--- src/rtl/relu_pool_requant.sv ---
// Streaming max-pool (Pool_Dim x Pool_Dim, stride Pool_Dim) with 16->8 bit shift/saturate requantization.
// Optional macro POOL_SAT_COUNT_EN adds a saturating count of clipped outputs on port sat_count.
module relu_pool_requant #(
  parameter int In_Dim   = 4,
  parameter int Pool_Dim = 2,
  parameter int Shift    = 4
) (
  input  logic        clk,
  input  logic        rst,
  input  logic [15:0] in_pixel,
  input  logic        in_valid,
  input  logic        clear,
  output logic [7:0]  out_pixel,
  output logic        out_valid,
  output logic        frame_done
`ifdef POOL_SAT_COUNT_EN
  ,
  output logic [15:0] sat_count
`endif
);

  localparam int CW = $clog2(In_Dim) + 1;
  localparam int NW = In_Dim / Pool_Dim;
  localparam int PW = (Pool_Dim > 1) ? $clog2(Pool_Dim) : 1;
  localparam int IW = (NW > 1) ? $clog2(NW) : 1;
  localparam logic [CW-1:0] POS_LAST = CW'(In_Dim - 1);
  localparam logic [PW-1:0] PH_LAST  = PW'(Pool_Dim - 1);

  if ((In_Dim % Pool_Dim) != 0) begin : g_bad_dim
    $error("relu_pool_requant: In_Dim must be a multiple of Pool_Dim");
  end
  if ((Shift < 0) || (Shift > 15)) begin : g_bad_shift
    $error("relu_pool_requant: Shift must be in 0..15");
  end

  logic [CW-1:0] col, row;
  // Phase-within-window and window index are tracked directly, avoiding divide/modulo on the counters.
  logic [PW-1:0] col_ph, row_ph;
  logic [IW-1:0] win_idx;
  logic [15:0]   max_buf [NW];

  logic          win_start, win_end, last_pix, sat;
  logic [15:0]   cur, m, q;
  logic [7:0]    q_sat;

  always_comb begin
    win_start = (row_ph == '0) && (col_ph == '0);
    win_end   = (row_ph == PH_LAST) && (col_ph == PH_LAST);
    last_pix  = (row == POS_LAST) && (col == POS_LAST);
    cur       = max_buf[win_idx];
    m         = in_pixel;
    if (!win_start && (cur > in_pixel)) begin
      m = cur;
    end
    q     = m >> Shift;
    sat   = |q[15:8];
    q_sat = sat ? 8'hFF : q[7:0];
  end

  always_ff @(posedge clk or negedge rst) begin
    if (!rst) begin
      col        <= '0;
      row        <= '0;
      col_ph     <= '0;
      row_ph     <= '0;
      win_idx    <= '0;
      out_pixel  <= '0;
      out_valid  <= 1'b0;
      frame_done <= 1'b0;
      for (int unsigned i = 0; i < NW; i++) begin
        max_buf[i] <= '0;
      end
    end else begin
      out_valid  <= 1'b0;
      frame_done <= 1'b0;
      if (clear) begin
        col     <= '0;
        row     <= '0;
        col_ph  <= '0;
        row_ph  <= '0;
        win_idx <= '0;
      end else if (in_valid) begin
        max_buf[win_idx] <= m;
        if (win_end) begin
          out_pixel  <= q_sat;
          out_valid  <= 1'b1;
          frame_done <= last_pix;
        end
        if (col == POS_LAST) begin
          col     <= '0;
          col_ph  <= '0;
          win_idx <= '0;
          if (row == POS_LAST) begin
            row    <= '0;
            row_ph <= '0;
          end else begin
            row    <= row + 1'b1;
            row_ph <= (row_ph == PH_LAST) ? '0 : row_ph + 1'b1;
          end
        end else begin
          col <= col + 1'b1;
          if (col_ph == PH_LAST) begin
            col_ph  <= '0;
            win_idx <= win_idx + 1'b1;
          end else begin
            col_ph <= col_ph + 1'b1;
          end
        end
      end
    end
  end

`ifdef POOL_SAT_COUNT_EN
  always_ff @(posedge clk or negedge rst) begin
    if (!rst) begin
      sat_count <= '0;
    end else if (clear) begin
      sat_count <= '0;
    end else if (in_valid && win_end && sat && (sat_count != '1)) begin
      sat_count <= sat_count + 1'b1;
    end
  end
`endif

endmodule

--- config.mk ---
export PLATFORM = sky130hd
export DESIGN_NAME = relu_pool_requant
export DESIGN_NICKNAME = d
export VERILOG_FILES = /design/src/rtl/relu_pool_requant.sv
export SDC_FILE = /design/constraint.sdc
export NUM_CORES = 1
export LEC_CHECK = 0
export CORE_MARGIN = 2
export CORE_UTILIZATION = 50
export CTS_BUF_LIST = sky130_fd_sc_hd__clkbuf_2 sky130_fd_sc_hd__clkbuf_4 sky130_fd_sc_hd__clkbuf_8
export DETAILED_ROUTE_END_ITERATION = 10
export PLACE_DENSITY = 0.85
export SLEW_MARGIN = 20
export SYNTH_ARGS = -nofsm -noshare
export SYNTH_HDL_FRONTEND = slang
export SYNTH_SLANG_ARGS = --single-unit
--- constraint.sdc ---
create_clock -name clk -period 3.28 [get_ports clk]
set_clock_uncertainty 0.15 [all_clocks]
set_input_delay 0.328 -clock clk [delete_from_list [all_inputs] [get_ports clk]]
set_output_delay 0.328 -clock clk [all_outputs]
set_load 0.02 [all_outputs]
==> flow_metrics.tcl <==
set metrics [dict create \
    grt-ovfl-total 0 \
    drt_iter0_markers 65 \
    synthCells 237 \
    post-route-period-util 0.967 \
    ys.flop_type "dfrtp_1" \
    hpwl_um 3820 \
    avgSynthCellArea_um2 11.6 \
    worst_pin_slew_ps 507 \
    period_minus_slack_ps 3170 \
    setup-tns-final_ps 0 \
    place.gp.congestion 0.820 \
    grt_pass1_wl_um 9200 \
    nFillCells 408 \
    report.final.hold_viol_count 0 \
    yosysTopAreaCellShare 0.466 \
    hp-start "row[2]" \
    r2r_setup_slack_ps 110 \
    rr_startpoint "win_idx" \
    cts-root-buf "clkbuf_8" \
    setup_slack_ps 109 \
    yosysTopAreaCell "dfrtp_1" \
    mostFrequentLayoutCell "dfrtp_1" \
    crit_type "reg -> reg" \
    preCtsSetupSlack_ps 163 \
    critPathLaunchType "flop" \
    viasPerCell 5.43 \
    worstPathRequired_ps 3320 \
    port_buffers 29 \
    synth-seq-cells 51 \
    async_flop_share 1.00 \
    synth_edf_count 0 \
    fin_nets 310 \
    ioPinCount 30 \
    worstHoldPathType "reg -> reg" \
    wl_um 5440 \
    fmax_ghz 0.315 \
    hold_ws_ps 343 \
    wl_per_cell_um 15.9 \
    max_slew_margin 0.662 \
    post_synth_num_cell_types 34 \
    power.leakage_nw 1.48 \
    max-clock-path-buffers 2 \
    rsz0062_at_grt "false" \
    chipWidth_um 78.0 \
    hold_depth 1 \
    dieArea_um2 6090 \
    die_y_um 78.0 \
    drv_cap 0 \
    finalMaxSlewViolations 0 \
    crit_arrival_ps 3210 \
    syn2layout_area_growth_pct 20.2 \
    peakVddDrop_uv 309 \
    globalRouteTotalUtil 0.193 \
    clkLatencyLatePin_ps 310 \
    netlist_area_um2 2740 \
    layout-drive-gt1-share 0.253 \
    antenna_found_initial 0 \
    layout_common_cells "51 x dfrtp_1, 39 x mux2_2, 28 x clkdlybuf4s50_1" \
    via_count 1862 \
    reg2reg_depth 10 \
    cts_sinks 51 \
    row_count 26 \
    yosysSeqAreaShare 0.466 \
    cp_max_fo 20 \
    drc 0 \
    yosysWarnings 0 \
    grt_max_degree 31 \
    hold_end "row[2]" \
    ant_nets 0 \
    crit_path_end_kind "flop" \
    cts_max_level 2 \
    synth_nets 275 \
    cts.clk_slew.worst_paths_ps 90 \
    core_um2 5200 \
    ys_top_cells_by_area "dfrtp_1 47%, mux2_2 16%, ha_1 8.2%, mux2_4 5.5%, nor2_1 3.0%" \
    cts_buffers 5 \
    initial_utilization 0.527 \
    cts_tree "built" \
    dr.pass1.iters 4 \
    powerDensity_nw_per_um2 683 \
    antenna-diode-count 0 \
    finalSetupViolCount 0 \
    status "complete, no violations" \
    grt_pass1_vias 1995 \
    timing.rr.end "max_buf[20]" \
]
## worst max-delay path: stages (launching register included)
cell,delay (ps)
dfrtp_1,380
buf_12,180
mux2_2,370
ha_1,330
nand4_2,160
nor4_4,350
a21boi_1,250
o31a_1,310
nor3b_4,70
buf_4,190
mux2_4,310
## state kept, by name, indices dropped and copies added, names as in the netlist
signal	cells
col_ph	1
out_pixel	8
out_valid	1
frame_done	1
row_ph	1
col	3
win_idx	1
row	3
max_buf	32
## cell families (layout without fill, tap and decap cells)
group | Yosys count | in the layout | synth area share
simple gates | 62 | 62 | 0.117
buf+inv | 25 | 61 | 0.0424
fa+ha+maj | 18 | 18 | 0.0822
compound gates | 30 | 30 | 0.0707
mux | 51 | 51 | 0.222
flops | 51 | 51 | 0.466
## area by class of cell
class                           instances  area (µm²)  share of cell area
Clock buffer                            6        76.3              0.0232
Tap cell                               70        87.6              0.0266
Inverter                               16        60.1              0.0182
Multi-Input combinational cell        161        1360               0.412
Sequential cell                        51        1280               0.387
Timing Repair Buffer                   37         377               0.114
Clock inverter                          2        60.1              0.0182
## stage by stage
step | total power [mW] | instance area [µm²] | util | instances
after floorplan | 1.48 | 2740 | - | 237
after global placement | 1.68 | 3120 | 0.599 | 333
after detailed placement | 1.73 | 3140 | 0.602 | 334
after CTS | 2.25 | 3280 | 0.631 | 343
after global routing | 2.39 | 3290 | 0.633 | 343
final | 2.25 | 3290 | 0.633 | 343
## metal layers
| layer | global-route usage | part of all wire |
|---|---|---|
| met1 | 0.244 | 0.45 |
| met2 | 0.334 | 0.50 |
| met3 | 0.0333 | 0.035 |
| met4 | 0.0684 | 0.015 |
| met5 | 0 | 0 |
## report_power, final
group,total [mW],switching (mW),internal [mW]
Combinational,0.792,0.359,0.433
Clock,0.520,0.207,0.313
Sequential,0.940,0.108,0.831
Total,2.25,0.675,1.58
## what timing repair did
action                                 4_1_cts  5_1_grt
setup endpoints to repair                    1       35
pin swaps                                    1        2
resized for setup                            0        3
endpoints found under the hold margin       21        0
hold buffers                                 1        0
buffers inserted                             0        0
## cells in the mapped netlist, types with 4 or more instances
master and number:
nand2_1 14, inv_1 16, a211oi_1 9, nor3_1 9, mux2_4 10, mux2_2 39
ha_1 18, nor2_1 22, nor2b_1 4, a21oi_1 10, dfrtp_1 51
## worst max-delay path by stage
| stage | from | end | slack (ps) | cells past startpoint |
|---|---|---|---|---|
| 6_report | win_idx | max_buf[20] | 110 | 10 |
| 5_1_grt | win_idx | max_buf[29] | 5 | 10 |
| 4_1_cts | win_idx | out_pixel[0] | 9 | 10 |
| 3_5_place_dp | win_idx | max_buf[20] | 160 | 10 |
| 3_3_place_gp | in_pixel[15] | max_buf[19] | 190 | 10 |
| 2_1_floorplan | win_idx | max_buf[16] | 10 | 12 |
(Power assumes the default switching activity.)
==> patch 1, RTL diff (config.mk and constraints unchanged) <==
Add a define of `POOL_SAT_COUNT_EN`.
--- a/src/rtl/relu_pool_requant.sv
+++ b/src/rtl/relu_pool_requant.sv
@@ -1,5 +1,7 @@
 // Streaming max-pool (Pool_Dim x Pool_Dim, stride Pool_Dim) with 16->8 bit shift/saturate requantization.
 // Optional macro POOL_SAT_COUNT_EN adds a saturating count of clipped outputs on port sat_count.
+`define POOL_SAT_COUNT_EN
+
 module relu_pool_requant #(
   parameter int In_Dim   = 4,
   parameter int Pool_Dim = 2,
Function (old outputs only; new: sat_count): kept (equiv_simple and equiv_induct, registers matched by name and starting in step).
==> patch 1 against the unedited design <==
  * The run now ends with setup timing left
  * Wire length grew 90%
  * Design area grew 48%
  * Maximum frequency shrank 4.6%
  * Setup slack lost 0.15 ns
  * Sequential cell count grew 16
  * First-iteration DRC count grew to 5.0 times the old value
  * Hold slack lost 0.0082 ns
  * Total power grew 0.52%
  * Combinational power shrank 19%
  * Area after synthesis grew 37%
  * Highest routed layer unchanged
==> patch 1: results (changes against the unedited design) <==
outcome:
  outcome: "finished, violations left"
  violations: "setup timing"
power_and_ir_drop:
  power_w: 0.00226  # +0.52%
  vdd_ir_drop_max_uv: 200  # -35%
  swShare_pct: 32.2  # +2.2 points
yosys:
  postSynthCellCount: 417  # +76%
  yosysSeqAreaShare_pct: 44.5  # -2.0 points
  synthTopCellsByArea: "dfrtp_1, o21ai_0, ha_1"
  synth_cell_type_count: 41  # +21%
min_path:
  min_path_cells: 2  # +1
  hp-start: "max_buf[8]"
route:
  dr.first_iter.drc_count: 325  # +400%
cts:
  clkLatencyLatePin_ns: 0.35  # +0.04 ns
  htree_levels: 3  # +1
  cts_buffers: 9  # +4
timing:
  finalWorstSetupSlack_ns: -0.0449  # -0.154 ns
  tns_ns: -0.341  # -0.341 ns
  tightest_slew_ns: 0.653  # +0.147 ns
  final-setup-viol-count: 18  # +18
cells_and_area:
  reg_top3: "max_buf x32, sat_count x16, out_pixel x8"
  inverters: 21  # +5
  stdcell_count: 574  # +67%
  nMultiInputCombCells: 300  # +86%
  buffers: 73  # +97%
  multi_input_area_share_pct: 43.1  # +1.9 points
  clock_buffers: 11  # +5
  buf_share_pct: 15.0  # +3.6 points
  final-clk-cell-share_pct: 3.41  # -0.73 points
  layout-drive-gt1-share_pct: 19.4  # -5.9 points
setup_path:
  crit_end: "sat_count[9]"
  reg2reg_depth: 12  # +2
  critPathArrivalTime_ns: 3.44  # +0.23 ns
  r2r_slack_ns: -0.04  # -0.15 ns
place:
  hpwl_mm: 6.21  # +63%
==> patch 1: worst max-delay path, delay by kind of cell (launching register included) <==
| kind | cells | cell delay [ns] |
|---|---|---|
| and+or+nand+nor | 5 | 1.14 |
| adders and majority gates | 1 | 0.22 |
| buffers and inverters | 3 | 0.47 |
| AOI/OAI and AO/OA | 2 | 0.52 |
| muxes | 1 | 0.34 |
| DFF | 1 | 0.42 |
==> patch 1: cell families after synthesis <==
| group | Yosys count | share of synthesized area, % |
|---|---|---|
| and+or+nand+nor | 140 | 18.5 |
| AOI/OAI and AO/OA | 119 | 17.8 |
| DFF | 67 | 44.5 |
| buffers and inverters | 50 | 5.91 |
| muxes | 22 | 6.94 |
| adders and majority gates | 19 | 6.31 |
==> patch 1: per-layer routing <==
metal / vias to the layer above / wire length, um / track usage (%)
li1: 1593 / - / -
met1: 1696 / 4230 / 28.4
met2: 172 / 5050 / 37.3
met3: 46 / 620 / 4.34
met4: 0 / 430 / 13.6
met5: - / 0 / 0
==> patch 2, RTL diff (config.mk and constraints unchanged) <==
Without the edit above. Put one more register stage on the output `out_pixel`, without a reset. The value now appears one clock later. The other outputs are not delayed to match.
--- a/src/rtl/relu_pool_requant.sv
+++ b/src/rtl/relu_pool_requant.sv
@@ -25,6 +25,8 @@
   localparam int IW = (NW > 1) ? $clog2(NW) : 1;
   localparam logic [CW-1:0] POS_LAST = CW'(In_Dim - 1);
   localparam logic [PW-1:0] PH_LAST  = PW'(Pool_Dim - 1);
+
+  logic [7:0] out_pixel_s0;
 
   if ((In_Dim % Pool_Dim) != 0) begin : g_bad_dim
     $error("relu_pool_requant: In_Dim must be a multiple of Pool_Dim");
@@ -64,7 +66,7 @@
       col_ph     <= '0;
       row_ph     <= '0;
       win_idx    <= '0;
-      out_pixel  <= '0;
+      out_pixel_s0 <= '0;
       out_valid  <= 1'b0;
       frame_done <= 1'b0;
       for (int unsigned i = 0; i < NW; i++) begin
@@ -82,7 +84,7 @@
       end else if (in_valid) begin
         max_buf[win_idx] <= m;
         if (win_end) begin
-          out_pixel  <= q_sat;
+          out_pixel_s0 <= q_sat;
           out_valid  <= 1'b1;
           frame_done <= last_pix;
         end
@@ -122,5 +124,9 @@
   end
 `endif
 
+  always_ff @(posedge clk) begin
+    out_pixel <= out_pixel_s0;
+  end
+
 endmodule
 
Behaviour: not the same (Yosys sat finds a counterexample within 10 cycles, from zero or initial values and one cycle with rst low).
==> patch 2 against the unedited design <==
  * Design area is 8.5% higher
  * Largest power group unchanged
  * Wire length is 1.7% higher
  * Critical path depth is 1 higher
  * Total power is 2.4% higher
  * Maximum frequency is 0.64% higher
  * Sequential cell count is 8 higher
  * Hold slack worse by 0.13 ns
  * Combinational power is 36% lower
  * Area after synthesis is 5.5% higher
  * Global-route usage is 0.49 points higher
  * Setup slack better by 0.020 ns
==> patch 2: results (changes against the unedited design) <==
place:
  hpwl_mm: 3.91  # +2.5%
  place_area_mm2: 0.00327  # +4.4%
  pre_cts_ws_ns: 0.0702  # -0.0929 ns
power_and_ir_drop:
  vdd_ir_drop_max_uv: 474  # +53%
  switchingPower_w: 0.000590  # -13%
  p_leak_nw: 1.66  # +12%
global_routing:
  grt_pass1_wl_mm: 9.34  # +1.6%
  use_met2_pct: 31.0  # -2.4 points
  track_usage_pct: 19.8  # +0.49 points
  grt_pass1_vias: 1976  # -0.95%
yosys:
  synthTopCellsByArea: "dfrtp_1, mux2_2, ha_1"
  yosys-top-cells-count: "dfrtp_1, mux2_2, inv_1, ha_1, nor2_1"
  synth.area.mux_share_pct: 20.8  # -1.5 points
  synth_nets: 282  # +2.5%
  synth_compound_area_share_pct: 6.92  # -0.15 points
route:
  wl_met3_um: 239  # +24%
  vias: 1926  # +3.4%
  dr.first_iter.drc_count: 61  # -6.2%
setup_path:
  reg2reg_depth: 11  # +1
  crit_path_max_fanout: 9  # -55%
  r2r_slack_ns: 0.13  # +0.02 ns
  reg2reg_to: "max_buf[6]"
cells_and_area:
  nets: 323  # +4.2%
  filler_cell_count: 427  # +4.7%
outcome:
  outcome: "completed"
min_path:
  hp-start: "out_pixel_s0[0]"
  hold_path_end: "out_pixel[0]"
cts:
  htree_levels: 3  # +1
  cts_buffers: 9  # +4
timing:
  holdWs_ns: 0.218  # -0.125 ns
  tightest_slew_ns: 0.639  # +0.132 ns
## patch 2: changes by cell type after synthesis, sizes merged, moves of 3 or more
cell | unedited run | this run
dfxtp | 0 | 8
inv | 16 | 24
mux2 | 49 | 42
mux2i | 2 | 9
nor2 | 23 | 17
a211oi | 9 | 4
a221oi | 0 | 4
a21oi | 10 | 13
nor3 | 9 | 6
## patch 2: area by class of cell
class	instances	share of cell area (%)
Clock inverter	4	2.66
Tap cell	72	2.52
Clock buffer	12	4.62
Inverter	24	2.52
Timing Repair Buffer	39	10.4
Sequential cell	59	40.2
Multi-Input combinational cell	152	37.1
## patch 2: worst max-delay path by stage
| stage | slack [ns] | cells after the start | endpoint |
|---|---|---|---|
| CTS | 0.09 | 10 | out_pixel_s0[3] |
| global placement | 0.23 | 10 | out_pixel_s0[4] |
| floorplan | 0.05 | 12 | max_buf[22] |
| global route | -0.02 | 11 | max_buf[6] |
| finish | 0.13 | 11 | max_buf[6] |
| detailed placement | 0.07 | 10 | out_pixel_s0[3] |
